--- src/rtl/elevator_ctrl_n_pkg.sv ---
// Shared encodings for the elevator controller: FSM states and travel direction.
package elevator_ctrl_n_pkg;
  typedef enum logic [1:0] {
    IDLE  = 2'd0,
    MV_UP = 2'd1,
    MV_DN = 2'd2,
    DOOR  = 2'd3
  } state_e;

  typedef enum logic {
    DIR_UP = 1'b0,
    DIR_DN = 1'b1
  } dir_e;
endpackage

--- src/rtl/elevator_ctrl_n_req_bank.sv ---
// Hall-up, hall-down and car-call latch vectors (clear applied before set),
// plus "any request strictly above/below floor_i" reductions.
module elevator_ctrl_n_req_bank #(
  parameter int N_FLOORS = 4,
  parameter int FLOOR_W  = 2
) (
  input  logic                clk,
  input  logic                reset,
  input  logic [N_FLOORS-1:0] set_up_i,
  input  logic [N_FLOORS-1:0] set_dn_i,
  input  logic [N_FLOORS-1:0] set_car_i,
  input  logic [N_FLOORS-1:0] clr_up_i,
  input  logic [N_FLOORS-1:0] clr_dn_i,
  input  logic [N_FLOORS-1:0] clr_car_i,
  input  logic [FLOOR_W-1:0]  floor_i,
  output logic [N_FLOORS-1:0] up_o,
  output logic [N_FLOORS-1:0] dn_o,
  output logic [N_FLOORS-1:0] car_o,
  output logic [N_FLOORS-1:0] pending_o,
  output logic                above_o,
  output logic                below_o
);
  logic [N_FLOORS-1:0] up_q, up_d;
  logic [N_FLOORS-1:0] dn_q, dn_d;
  logic [N_FLOORS-1:0] car_q, car_d;

  // The top masks each set vector so that only the intended winner survives.
  always_comb begin
    up_d  = (up_q  & ~clr_up_i)  | set_up_i;
    dn_d  = (dn_q  & ~clr_dn_i)  | set_dn_i;
    car_d = (car_q & ~clr_car_i) | set_car_i;
  end

  always_ff @(posedge clk) begin
    if (reset) begin
      up_q  <= '0;
      dn_q  <= '0;
      car_q <= '0;
    end else begin
      up_q  <= up_d;
      dn_q  <= dn_d;
      car_q <= car_d;
    end
  end

  assign up_o      = up_q;
  assign dn_o      = dn_q;
  assign car_o     = car_q;
  assign pending_o = up_q | dn_q | car_q;

  always_comb begin
    above_o = 1'b0;
    below_o = 1'b0;
    for (int f = 0; f < N_FLOORS; f++) begin
      if (pending_o[f] && (f > int'(floor_i))) above_o = 1'b1;
      if (pending_o[f] && (f < int'(floor_i))) below_o = 1'b1;
    end
  end
endmodule

--- src/rtl/elevator_ctrl_n.sv ---
// N-floor collective elevator controller: request latching, position tracking from
// one-hot floor sensors, registered motor/door commands and a reloadable door dwell.
module elevator_ctrl_n
  import elevator_ctrl_n_pkg::*;
#(
  parameter  int N_FLOORS    = 4,
  parameter  int DOOR_CYCLES = 8,
  localparam int FLOOR_W     = $clog2(N_FLOORS)
) (
  input  logic                clk,
  input  logic                reset,
  input  logic [N_FLOORS-1:0] floor_sensor,
  input  logic [N_FLOORS-1:0] hall_up,
  input  logic [N_FLOORS-1:0] hall_dn,
  input  logic [N_FLOORS-1:0] car_call,
  output logic                up,
  output logic                down,
  output logic                stop,
  output logic                open_door,
  output logic [FLOOR_W-1:0]  monitor,
  output logic [N_FLOORS-1:0] pending,
  output logic                sensor_err
);
  localparam int                  TMR_W   = $clog2(DOOR_CYCLES + 1);
  localparam logic [TMR_W-1:0]    TMR_LD  = TMR_W'(DOOR_CYCLES);
  localparam logic [TMR_W-1:0]    TMR_ONE = TMR_W'(1);
  localparam logic [N_FLOORS-1:0] ONE     = {{(N_FLOORS-1){1'b0}}, 1'b1};
  localparam logic [N_FLOORS-1:0] UP_MSK  = {1'b0, {(N_FLOORS-1){1'b1}}};
  localparam logic [N_FLOORS-1:0] DN_MSK  = {{(N_FLOORS-1){1'b1}}, 1'b0};
  localparam logic [FLOOR_W-1:0]  TOP_F   = FLOOR_W'(N_FLOORS - 1);
  localparam logic [FLOOR_W-1:0]  BOT_F   = '0;

  state_e              state_q, state_d;
  dir_e                dir_q, dir_d;
  logic [TMR_W-1:0]    timer_q, timer_d;
  logic [FLOOR_W-1:0]  monitor_q;
  logic                err_q;
  logic                up_q, down_q, stop_q, open_q;

  logic [FLOOR_W-1:0]  sens_idx, cur_f;
  logic                sens_any, sens_vld, sens_multi;
  logic [N_FLOORS-1:0] hup, hdn, cur_oh;
  logic [N_FLOORS-1:0] req_up, req_dn, req_car;
  logic                above, below;
  logic                clr_up_b, clr_dn_b, serve_here, hit_up, hit_dn, press_here;
  logic                entry;
  logic [N_FLOORS-1:0] clr_up, clr_dn, clr_car, blk;

  assign hup = hall_up & UP_MSK;
  assign hdn = hall_dn & DN_MSK;

  always_comb begin
    sens_idx = '0;
    for (int f = 0; f < N_FLOORS; f++) begin
      if (floor_sensor[f]) sens_idx = FLOOR_W'(f);
    end
  end

  assign sens_any   = |floor_sensor;
  assign sens_vld   = sens_any && ((floor_sensor & (floor_sensor - ONE)) == '0);
  assign sens_multi = sens_any && !sens_vld;
  assign cur_f      = sens_vld ? sens_idx : monitor_q;
  assign cur_oh     = ONE << cur_f;

  // Opposite-direction hall call is served only when nothing lies beyond in dir.
  assign clr_up_b   = (dir_q == DIR_UP) || !below;
  assign clr_dn_b   = (dir_q == DIR_DN) || !above;
  assign serve_here = |(req_car & cur_oh) | (|(req_up & cur_oh) & clr_up_b)
                    | (|(req_dn & cur_oh) & clr_dn_b);
  assign hit_up     = |((req_car | car_call | req_up | hup) & cur_oh);
  assign hit_dn     = |((req_car | car_call | req_dn | hdn) & cur_oh);
  assign press_here = |((car_call | hup | hdn) & cur_oh);

  always_comb begin
    state_d = state_q;
    dir_d   = dir_q;
    timer_d = timer_q;
    case (state_q)
      IDLE: begin
        // Only calls this stop would actually clear may open the door; otherwise
        // an opposite hall call with work beyond it would reopen the door forever.
        if (sens_vld && serve_here) begin
          state_d = DOOR;
        end else if (dir_q == DIR_UP && above) begin
          state_d = MV_UP;
        end else if (below) begin
          state_d = MV_DN;
          dir_d   = DIR_DN;
        end else if (above) begin
          state_d = MV_UP;
          dir_d   = DIR_UP;
        end
      end
      MV_UP: begin
        if (sens_vld && (hit_up || !above || cur_f == TOP_F)) state_d = DOOR;
      end
      MV_DN: begin
        if (sens_vld && (hit_dn || !below || cur_f == BOT_F)) state_d = DOOR;
      end
      DOOR: begin
        if (press_here) begin
          timer_d = TMR_LD;
        end else if (timer_q <= TMR_ONE) begin
          timer_d = '0;
          state_d = IDLE;
        end else begin
          timer_d = timer_q - TMR_ONE;
        end
      end
      default: state_d = IDLE;
    endcase
    if (state_d == DOOR && state_q != DOOR) timer_d = TMR_LD;
  end

  assign entry   = (state_d == DOOR) && (state_q != DOOR);
  assign clr_car = entry ? cur_oh : '0;
  assign clr_up  = (entry && clr_up_b) ? cur_oh : '0;
  assign clr_dn  = (entry && clr_dn_b) ? cur_oh : '0;
  assign blk     = (state_q == DOOR) ? cur_oh : '0;

  elevator_ctrl_n_req_bank #(
    .N_FLOORS (N_FLOORS),
    .FLOOR_W  (FLOOR_W)
  ) u_req_bank (
    .clk       (clk),
    .reset     (reset),
    .set_up_i  (hup & ~clr_up & ~blk),
    .set_dn_i  (hdn & ~clr_dn & ~blk),
    .set_car_i (car_call & ~clr_car & ~blk),
    .clr_up_i  (clr_up),
    .clr_dn_i  (clr_dn),
    .clr_car_i (clr_car),
    .floor_i   (cur_f),
    .up_o      (req_up),
    .dn_o      (req_dn),
    .car_o     (req_car),
    .pending_o (pending),
    .above_o   (above),
    .below_o   (below)
  );

  always_ff @(posedge clk) begin
    if (reset) begin
      state_q   <= IDLE;
      dir_q     <= DIR_UP;
      timer_q   <= '0;
      monitor_q <= '0;
      err_q     <= 1'b0;
      up_q      <= 1'b0;
      down_q    <= 1'b0;
      stop_q    <= 1'b1;
      open_q    <= 1'b0;
    end else begin
      state_q   <= state_d;
      dir_q     <= dir_d;
      timer_q   <= timer_d;
      monitor_q <= sens_vld ? sens_idx : monitor_q;
      err_q     <= err_q | sens_multi;
      up_q      <= (state_d == MV_UP);
      down_q    <= (state_d == MV_DN);
      stop_q    <= (state_d != MV_UP) && (state_d != MV_DN);
      open_q    <= (state_d == DOOR);
    end
  end

  assign up         = up_q;
  assign down       = down_q;
  assign stop       = stop_q;
  assign open_door  = open_q;
  assign monitor    = monitor_q;
  assign sensor_err = err_q;
endmodule

--- config.mk ---
export PLATFORM = sky130hd
export DESIGN_NAME = elevator_ctrl_n
export DESIGN_NICKNAME = d
export VERILOG_FILES = /design/src/rtl/elevator_ctrl_n_pkg.sv /design/src/rtl/elevator_ctrl_n_req_bank.sv /design/src/rtl/elevator_ctrl_n.sv
export SDC_FILE = /design/constraint.sdc
export NUM_CORES = 1
export LEC_CHECK = 0
export ABC_AREA = 1
export CORE_ASPECT_RATIO = 0.9
export CORE_MARGIN = 5
export CORE_UTILIZATION = 52
export CTS_CLUSTER_SIZE = 24
export DETAILED_ROUTE_END_ITERATION = 6
export PLACE_DENSITY = 0.79
export RECOVER_POWER = 25
export SLEW_MARGIN = 20
export SYNTH_ARGS = -nofsm -noshare
export SYNTH_HDL_FRONTEND = slang
export SYNTH_SLANG_ARGS = --single-unit
--- constraint.sdc ---
create_clock -name clk -period 3.2 [get_ports clk]
set_input_delay 0.64 -clock clk [delete_from_list [all_inputs] [get_ports clk]]
set_output_delay 0.64 -clock clk [all_outputs]
set_load 0.02 [all_outputs]
After elaboration in Yosys (flattened, before gate mapping)
Index checks and enable logic that the tools add are counted.

Register bits after elaboration: 26. Word-level logic and storage cells: 141. Input bits: 18. Output and inout bits: 11.

$lt $le $gt $ge: 7. Equality and inequality tests: 10. Reduce and logical (&&, ||, !) cells: 39. Muxes and demuxes: 29. Add/subtract/negate cells: 2. Shifts and indexed selects: 1. Bitwise operators: 40.

Operator list (number): 4-bit bitwise AND (15); 4-bit bitwise OR (10); 4-bit two-way mux (8); 4-bit OR reduction (7); 2-bit two-way mux (11); 1-bit logical AND (16); 4-bit inverter (4); 2-bit equality test (second input constant) (5); 1-bit two-way mux (9); 4-bit by 3-bit bitwise OR with 4-bit output (2); 2-bit one-hot mux with 4 select lines (1); 4-bit by 1-bit subtractor with 4-bit output (second input constant) (2); 1-bit logical OR (6); 3-bit by 4-bit bitwise AND with 4-bit output (1); 2-bit by 1-bit equality test with 1-bit output (second input constant) (2); 2-bit greater-than comparator (first input constant) (2); 4-bit by 1-bit <= comparator with 1-bit output (second input constant) (1); 2-bit zero test (2); 4-bit zero test (1); 1-bit by 2-bit less-than comparator with 1-bit output (first input constant) (2); 2-bit inequality test (second input constant) (2); 4-bit AND reduction (1); 2-bit nonzero test (2); 1-bit by 2-bit left shift with 4-bit output (first input constant) (1); 8 further kinds (15).

Logic depth before layout (Yosys ltp)
Gate-level depths: netlist of run 1.

Depth after elaboration: 26. Gate-level depth with buffers: 23. Mapped depth without buffers: 23.

Modules after synthesis
Synthesis of run 1 repeated with hierarchy kept, for this count alone.

Cells, all modules: 277. Area total of the unflattened synthesis: 1804.2 µm².

By module, submodules not included: elevator_ctrl_n (sequential area each 280.3 µm², area an instance 1302.5 µm², instances 1, cells each 203); elevator_ctrl_n_req_bank (sequential area each 240.2 µm², area an instance 501.7 µm², instances 1, cells each 74).

Worst setup path before layout of run 1
Ideal clock, no wire load.

Kind: input to register. Start point: input floor_sensor[0]. End point: register u_req_bank.dn_q[0] (netlist: u_req_bank.dn_o[0]). Stages on the path: 21. Buffers on the path: 0. Library setup time: 121 ps. Required time: 3079 ps. Path slack: 485 ps. Arrival time: 2594 ps. Cells stage by stage: nor2_2 > nand2_2 > nand2_4 > nand2_8 > a21oi_4 > nand2_2 > nand2_1 > nand2_2 > nand2_2 > nand2_1 > nand3_1 > nand2_2 > nand3_1 > nand2_2 > inv_2 > ha_1 > inv_1 > nor2_1 > inv_1 > nor2_1 > a21oi_1.

Longest elaborated chain between the ends: 26. Elaborated cells on any way between the ends: 74. Classes of those cells: 1 x add/sub; 6 x order compare; 2 x eq/ne; 1 x shift; 17 x mux; 17 x bitwise; 30 x reduce/logical.

RTL lines: start, declared (RTL line elevator_ctrl_n.sv:12) `input logic [N_FLOORS-1:0] floor_sensor,`; 4-bit by 1-bit subtractor with 4-bit output (RTL line elevator_ctrl_n.sv:60) `assign sens_vld = sens_any && ((floor_sensor & (floor_sensor - ONE)) == '0);`; 4-bit bitwise AND (RTL line elevator_ctrl_n.sv:60); 4-bit zero test (RTL line elevator_ctrl_n.sv:60); 1-bit logical AND * (RTL line elevator_ctrl_n.sv:60); 2-bit two-way mux; 1-bit by 2-bit less-than comparator with 1-bit output (RTL line elevator_ctrl_n_req_bank.sv:56) `if (pending_o[f] && (f < int'(floor_i))) below_o = 1'b1;`; 1-bit logical AND (RTL line elevator_ctrl_n_req_bank.sv:56); 1-bit two-way mux (3 in series) (RTL line elevator_ctrl_n_req_bank.sv:56); [... 8 more ...]; via state_d[0] (RTL line elevator_ctrl_n.sv:33) `state_e state_q, state_d;`; 2-bit equality test * (RTL line elevator_ctrl_n.sv:115) `assign entry = (state_d == DOOR) && (state_q != DOOR);`; 1-bit logical AND * (RTL line elevator_ctrl_n.sv:115); 1-bit logical AND * (RTL line elevator_ctrl_n.sv:118) `assign clr_dn = (entry && clr_dn_b) ? cur_oh : '0;`; 4-bit two-way mux * (RTL line elevator_ctrl_n.sv:118); 4-bit inverter * (RTL line elevator_ctrl_n_req_bank.sv:30, elevator_ctrl_n.sv:128); 4-bit bitwise AND (2 in series) (RTL line elevator_ctrl_n.sv:128) `.set_dn_i (hdn & ~clr_dn & ~blk),`; 4-bit bitwise OR * (RTL line elevator_ctrl_n_req_bank.sv:30) `dn_d = (dn_q & ~clr_dn_i) | set_dn_i;`; end signal, assigned (RTL line elevator_ctrl_n_req_bank.sv:41) `dn_q <= dn_d;`; end, declared (RTL line elevator_ctrl_n_req_bank.sv:24) `logic [N_FLOORS-1:0] dn_q, dn_d;`.

The timed path passes the listed nets; every way through them passes the cells marked *. A chain may end at the register's enable or synchronous reset.

Worst setup path after layout of run 1
Start point: input floor_sensor[1]. End point: register timer_q[2].

Longest elaborated chain between the ends: 21. Elaborated cells on any way between the ends: 70. Classes of those cells: 1 x add/sub; 6 x order compare; 2 x eq/ne; 1 x shift; 19 x mux; 11 x bitwise; 30 x reduce/logical.

RTL lines: 4-bit by 1-bit subtractor with 4-bit output (RTL line elevator_ctrl_n.sv:60); 4-bit bitwise AND (RTL line elevator_ctrl_n.sv:60); 4-bit zero test (RTL line elevator_ctrl_n.sv:60); 1-bit logical AND (RTL line elevator_ctrl_n.sv:60); 2-bit two-way mux; 1-bit by 2-bit less-than comparator with 1-bit output (RTL line elevator_ctrl_n_req_bank.sv:56); 1-bit logical AND (RTL line elevator_ctrl_n_req_bank.sv:56); 1-bit two-way mux (3 in series) (RTL line elevator_ctrl_n_req_bank.sv:56); [... 4 more ...]; 1-bit bitwise OR (RTL line elevator_ctrl_n.sv:69) `| (|(req_dn & cur_oh) & clr_dn_b);`; 1-bit logical AND (RTL line elevator_ctrl_n.sv:82) `if (sens_vld && serve_here) begin`; 2-bit two-way mux (RTL line elevator_ctrl_n.sv:82); 2-bit one-hot mux with 4 select lines * (RTL line elevator_ctrl_n.sv:78) `case (state_q)`; via state_d[0] (RTL line elevator_ctrl_n.sv:33); 2-bit equality test * (RTL line elevator_ctrl_n.sv:112) `if (state_d == DOOR && state_q != DOOR) timer_d = TMR_LD;`; 1-bit logical AND * (RTL line elevator_ctrl_n.sv:112); 2-bit OR reduction (no source line) *; end signal, assigned (RTL line elevator_ctrl_n.sv:156) `timer_q <= timer_d;`; end, declared (RTL line elevator_ctrl_n.sv:35) `logic [TMR_W-1:0] timer_q, timer_d;`.

Marks and branches as above.

==> reports/qor.yml, run 1 <==
finish:
  final_cell_area_mm2: 0.00229
  antennaDiodeCount: 0
  drive_above_1_share_pct: 27.4
  syn2layout_area_growth_pct: 41.8
  nFillCells: 244
  multi_input_area_mm2: 0.00111
  regArea_um2: 520
  final_nets: 312
worst_setup_path:
  crit_type: "input port to flip-flop"
  rr_endpoint: "u_req_bank.up_o[2]"
  end_kind: "flip-flop"
  crit_path_start_kind: "input port"
  r2r_start: "timer_q[0]"
  reg2reg_depth: 14
  critPathMaxFanout: 6
  rrSetupSlack_ps: 810
  crit_required_ps: 3480
  crit_arrival_ps: 3180
global_routing:
  grt.overflow.total: 0
  grt_pass1_vias: 1572
  grt_pass1_wl_um: 6960
  grt_start_max_net_pins: 16
  grtUsageTotal_pct: 20.2
  antenna_found_initial: 0
timing:
  setup_viol: 0
  slew-limit-headroom_pct: 60.3
  fmax_ghz: 0.344
  holdWs_ps: 457
  tightest_slew_ps: 589
  period_share_pct: 90.8
  min_period_ps: 2910
  final_max_slew_viol_count: 0
  setup_tns_ps: 0
  hold_viol_final: 0
  rsz0062_at_grt: "false"
  setup_ws_ps: 293
  finalClockSkew_ps: 3.03
detailed_routing:
  drc: 0
  first_iter_violations: 109
  wl_um: 4360
  firstDrtPassIters: 4
  antenna_left: 0
  routedWlPerCell_um: 13.2
  avgViaCountPerCell: 5.21
  num_vias: 1718
yosys:
  synth_compound_area_share_pct: 14.0
  synth_xor_area_share_pct: 0.541
  synthSimpleGateAreaFrac_pct: 41.5
  ys.flop_type: "dfxtp_1"
  yosys_warnings: 0
  synthMuxAreaShare_pct: 0
  synth-edff-count: 0
  yosysSeqAreaShare_pct: 32.2
  syn_inst: 237
  synth_area_mm2: 0.00162
  synth-async-reset-ratio_pct: 0
  synth_fp_nets: 260
  synth_top_family_by_area: "simple AND/OR/NAND/NOR gates"
  synth-adder-area-share_pct: 3.87
  synthDistinctLibCells: 29
  synth_area_per_cell_um2: 6.83
  synth_seq_cells: 26
power:
  powerDensity_mw_per_mm2: 490
  p_leak_nw: 1.08
  vdd_drop_max_mv: 0.373
  power_mw: 1.13
die:
  start_util_pct: 53.6
  pin_count: 29
  fp.coreArea_mm2: 0.00302
  rows: 19
  die_w_um: 68.8
  die_area_mm2: 0.00433
  die_y_um: 62.9
clocking:
  cts_sinks: 26
  clock_path_buffers: 2
  worstSkewPairLatency_ps: 330
  clk_pin_slew_ps: 150
  cts_buffers: 3
  tritoncts: "done"
  cts_root_buf: "clkbuf_4"
  hold_buffers: 0
  cts_max_level: 1
run_status:
  status: "finished clean"
worst_hold_path:
  hold_depth: 2
  holdPathEnd: "sensor_err"
  hp-class: "flip-flop to flip-flop"
  hold_start: "sensor_err"
place:
  pre_cts_slack_ps: -406
  io_buffer_count: 26
  dpl.hpwl_um: 3150
  gp_congestion: 0.897
  dpl_cell_area_mm2: 0.00207
flow_run:
  cap_violations: 0
-- cell usage after synthesis (2+ instances only) --
master / n / area [um2]
nand2_4: 5 / 56.3
nand3b_1: 3 / 22.5
inv_1: 28 / 105
nor3_1: 6 / 30.0
o31ai_1: 2 / 15.0
dfxtp_1: 26 / 521
o21ai_0: 9 / 45.0
nand4_1: 3 / 18.8
clkbuf_1: 2 / 7.51
nand3_1: 21 / 105
nor2_4: 2 / 22.5
ha_1: 5 / 62.6
or2_2: 2 / 12.5
nor2_1: 24 / 90.1
nor2_2: 5 / 31.3
o41ai_1: 3 / 26.3
inv_2: 3 / 11.3
nand2_2: 13 / 81.3
a21oi_1: 17 / 85.1
nand2_1: 45 / 169
o21ai_1: 5 / 25.0
-- critical path: stages --
cell            delay (ps)
dlymetal6s2s_1         150
nor2_1                 220
nand2_2                130
nand2_4                140
nand2_8                 90
a21oi_4                250
nor2_4                  80
o41ai_1                 90
nand3_1                160
o21ai_1                210
nand3_2                110
nand2_2                100
inv_2                   60
ha_4                   160
inv_2                   60
nor2_2                  40
buf_6                  160
nor2_4                 130
o21ai_0                 90
a21oi_1                120
-- layer usage --
metal | share of wire (%) | global-route usage (%) | routed length, um
met5 | 0 | 0 | 0
met4 | 0.34 | 4.14 | 15
met3 | 8.2 | 4.68 | 359
met2 | 46 | 30.2 | 2020
met1 | 45 | 29.2 | 1970
-- state kept, by name (all words and copies together), names as in the netlist --
signal	flops
sensor_err	1
u_req_bank.car_o	4
u_req_bank.dn_o	4
stop	1
down	1
up	1
u_req_bank.up_o	4
open_door	1
monitor	2
timer_q	4
dir_q	1
state_q	2
-- cells in the final DEF (no fill, tap or decap), types with 4 or more instances in the layout --
cell type	count
nand3_2	4
o21ai_2	6
ha_1	4
dlygate4sd3_1	6
nand2_2	12
nand2_4	6
nand3_1	16
a21oi_1	17
nor2_1	21
nand2_1	43
clkdlybuf4s50_1	16
buf_4	21
inv_1	25
nor3_1	6
dfxtp_1	26
dlymetal6s2s_1	4
nor2_4	8
o21ai_0	5
inv_2	5
-- where the power goes --
part	leakage [nW]	total, mW	internal [mW]	switching, mW
logic	0.847	0.550	0.245	0.306
clock network	0.0210	0.172	0.0697	0.102
registers	0.215	0.403	0.367	0.0359
total	1.08	1.13	0.681	0.444
-- how the worst max path moves through the flow --
stage                                    end             from
after floorplan           u_req_bank.dn_o[0]  floor_sensor[0]
after global placement            timer_q[2]  floor_sensor[1]
after detailed placement          timer_q[1]  floor_sensor[1]
after CTS                 u_req_bank.dn_o[0]  floor_sensor[3]
after global routing              timer_q[2]  floor_sensor[1]
final                             timer_q[2]  floor_sensor[1]
-- metrics by stage --
stage,util (%),cells
2_1_floorplan,-,237
3_3_place_gp,68.7,323
3_5_place_dp,68.7,323
4_1_cts,70.1,327
5_1_grt,76.0,330
6_report,76.0,330
-- area by class of cell --
type / count / share of cell area, %
inverter: 32 / 5.34
clock buffer: 4 / 1.58
sequential: 26 / 22.7
tap: 42 / 2.29
multi-input combinational: 177 / 48.5
timing repair buffer: 49 / 19.6
-- cells by family (layout without fill, tap and decap cells) --
kind of cell,count (synthesis),after routing
AO/OA/AOI/OAI,39,39
adder cells (fa/ha/maj),5,5
AND/OR/NAND/NOR,132,132
XOR/XNOR,1,1
flip-flops,26,26
buffers and inverters,34,85
-- what timing repair did --
action,in CTS,in global routing
cloned,0,0
gates resized for setup,2,44
endpoints found under the setup margin,3,17
pin swaps,1,20
setup buffers,0,3
(Power assumes the default switching activity.)
==> run 2: changes to the inputs <==
--- a/config.mk
+++ b/config.mk
@@ -6,12 +6,14 @@
 export NUM_CORES = 1
 export LEC_CHECK = 0
 export ABC_AREA = 1
+export CELL_PAD_IN_SITES_DETAIL_PLACEMENT = 1
+export CELL_PAD_IN_SITES_GLOBAL_PLACEMENT = 1
 export CORE_ASPECT_RATIO = 0.9
 export CORE_MARGIN = 5
-export CORE_UTILIZATION = 52
+export CORE_UTILIZATION = 37
 export CTS_CLUSTER_SIZE = 24
 export DETAILED_ROUTE_END_ITERATION = 6
-export PLACE_DENSITY = 0.79
+export PLACE_DENSITY_LB_ADDON = 0.1
 export RECOVER_POWER = 25
 export SLEW_MARGIN = 20
 export SYNTH_ARGS = -nofsm -noshare
==> run 2 against run 1 <==
Compared with the run above:
- first-iteration DRC count decreased by 45%
- count of clock-buffer cells in the layout shrank 1
- cell area unchanged
- sequential power about the same
- via count up 2.9%
- critical path depth rose by 3
- die area increased by 34%
- critical path type unchanged
- highest routed layer unchanged
==> reports/qor.yml, run 2 (synthesis results as in run 1) <==
timing:
  min_period_ps: 2990  # +87.8 ps
  final_max_slew_viol_count: 0  # unchanged
  setup_tns_ps: 0  # unchanged
  period_share_pct: 93.6  # +2.7 points
  slew-limit-headroom_pct: 67.3  # +7.0 points
  setup_ws_ps: 206  # -87.8 ps
  setup_viol: 0  # unchanged
  tightest_slew_ps: 484  # -105 ps
  hold_viol_final: 0  # unchanged
  fmax_ghz: 0.334  # -2.9%
  finalClockSkew_ps: 6.25  # +3.22 ps
power:
  vdd_drop_max_mv: 0.230  # -38%
  switchingPower_mw: 0.449  # +1.2%
  p_leak_nw: 1.06  # -1.9%
  power_mw: 1.14  # +1.2%
  powerDensity_mw_per_mm2: 496  # +1.2%
  combinationalPowerShare_pct: 47.8  # -1.1 points
  p_seq_share_pct: 35.3  # -0.5 points
  p_clk_share_pct: 16.9  # +1.6 points
  netSwitchingFraction_pct: 39.4  # about the same
  p_int_mw: 0.690  # +1.2%
clocking:
  cts_root_buf: "clkbuf_8"
  clock_path_buffers: 2  # unchanged
  tritoncts: "done"
  cts_sinks: 26  # unchanged
  clk_pin_slew_ps: 90  # -60 ps
  cts_buffers: 3  # unchanged
  hold_buffers: 0  # unchanged
  cts_max_level: 1  # unchanged
  worstSkewPairLatency_ps: 280  # -50 ps
flow_run:
  cap_violations: 0  # unchanged
place:
  gp_congestion: 0.815  # -9.1%
  io_buffer_count: 26  # unchanged
  dpl.hpwl_um: 3830  # +22%
  place_inst: 339  # +5.0%
  pre_cts_slack_ps: -578  # -172 ps
die:
  rows: 22  # +3
  die_y_um: 72.7  # +16%
  start_util_pct: 38.9  # -15 points
  pin_count: 29  # unchanged
  die_w_um: 79.7  # +16%
  fp.coreArea_mm2: 0.00416  # +38%
  die_area_mm2: 0.00580  # +34%
worst_setup_path:
  critPathMaxFanout: 5  # -1
  crit_arrival_ps: 3170  # about the same
  crit_type: "input port to flip-flop"
  end_kind: "flip-flop"
  crit_path_start_kind: "input port"
  crit_required_ps: 3370  # -110 ps
finish:
  regArea_um2: 520  # unchanged
  syn2layout_area_growth_pct: 41.8  # unchanged
  nFillCells: 539  # +120%
  antennaDiodeCount: 0  # unchanged
  final_nets: 315  # +0.96%
  finalNonFillerCells: 350  # +6.1%
  multi_input_area_mm2: 0.00106  # -4.3%
  mostFrequentLayoutCell: "nand2_1"
  drive_above_1_share_pct: 27.2  # -0.19 points
  final_cell_mix: "nand2_1, inv_1, dfxtp_1"
detailed_routing:
  drc: 0  # unchanged
  routedWlPerCell_um: 14.6  # +11%
  first_iter_violations: 60  # -45%
  antenna_left: 0  # unchanged
  num_vias: 1767  # +2.9%
  avgViaCountPerCell: 5.05  # -3.0%
  wl_um: 5130  # +18%
  firstDrtPassIters: 4  # unchanged
global_routing:
  grt_start_max_net_pins: 16  # unchanged
  grt_pass1_wl_um: 8700  # +25%
  grt_pass1_vias: 1863  # +19%
  grt.overflow.total: 0  # unchanged
  grtUsageTotal_pct: 19.2  # -1.0 points
  antenna_found_initial: 0  # unchanged
run_status:
  status: "finished clean"
worst_hold_path:
  hp-class: "flip-flop to flip-flop"
-- run 2: cell count changes in the layout (fill, tap and decap cells not counted), sizes merged --
cell          delta
dlymetal6s2s     -2
dlygate4sd2      +2
clkbuf           -1
buf              +3
-- run 2: cell type report --
cell class,count,share of cell area (%)
Multi-Input combinational cell,177,46.4
Sequential cell,26,22.7
Tap cell,60,3.27
Timing Repair Buffer,52,20.6
Clock buffer,3,1.80
Inverter,32,5.23
-- run 2: critical path, cell delays in order --
cell and delay (ps):
dlygate4sd2_1 280, nor2_4 150, nand2_2 70, nand2_4 120, nand2_8 80, a21oi_4 160
buf_6 140, nand2_2 80, nand2_1 100, nand2_2 70, nand2_2 80, nand2_1 50
nand3_1 80, nand2_2 70, nand3_1 90, nand2_2 60, inv_2 90, ha_4 160
inv_2 50, nor2_4 210, inv_2 100, nor2_4 140, a21oi_1 80
-- run 2: final timing paths --
check	startpoint	end	slack, ps	depth (start not counted)
setup / recovery	floor_sensor[2]	u_req_bank.dn_o[0]	210	23
hold / removal	sensor_err	sensor_err	450	2
setup reg to reg	monitor[1]	u_req_bank.dn_o[0]	890	18
hold reg to reg	sensor_err	sensor_err	450	2
-- run 2: what timing repair did --
item                       4_1_cts  5_1_grt
hold endpoints to repair         0        0
pin swaps                       15        9
setup buffers                    7        1
resized for setup               29        8
setup endpoints to repair       17       17
-- run 2: through the flow --
| step | util [%] | hold WS [ps] | cell area (um2) |
|---|---|---|---|
| final | 55.2 | 454 | 2290 |
| after global routing | 55.2 | 503 | 2290 |
| after CTS | 54.4 | 464 | 2260 |
| after detailed placement | 50.1 | 451 | 2080 |
| after global placement | 50.1 | 439 | 2080 |
| after floorplan | - | 435 | 1620 |
-- run 2: power groups by stage --
stage	clock network (mW)	logic, mW	registers (mW)
finish	0.192	0.544	0.403
global route	0.214	0.595	0.410
CTS	0.199	0.531	0.404
detailed placement	0	0.474	0.411
global placement	0	0.463	0.409
floorplan	0	0.252	0.420
-- run 2: per-layer routing --
metal  up-vias  share of wire, %  global-route usage (%)
met5         -                 0                       0
met3         9               3.0                    3.83
met4         0               1.6                    5.15
met2        21                50                    34.4
li1        883                 -                       -
met1       854                45                    23.2
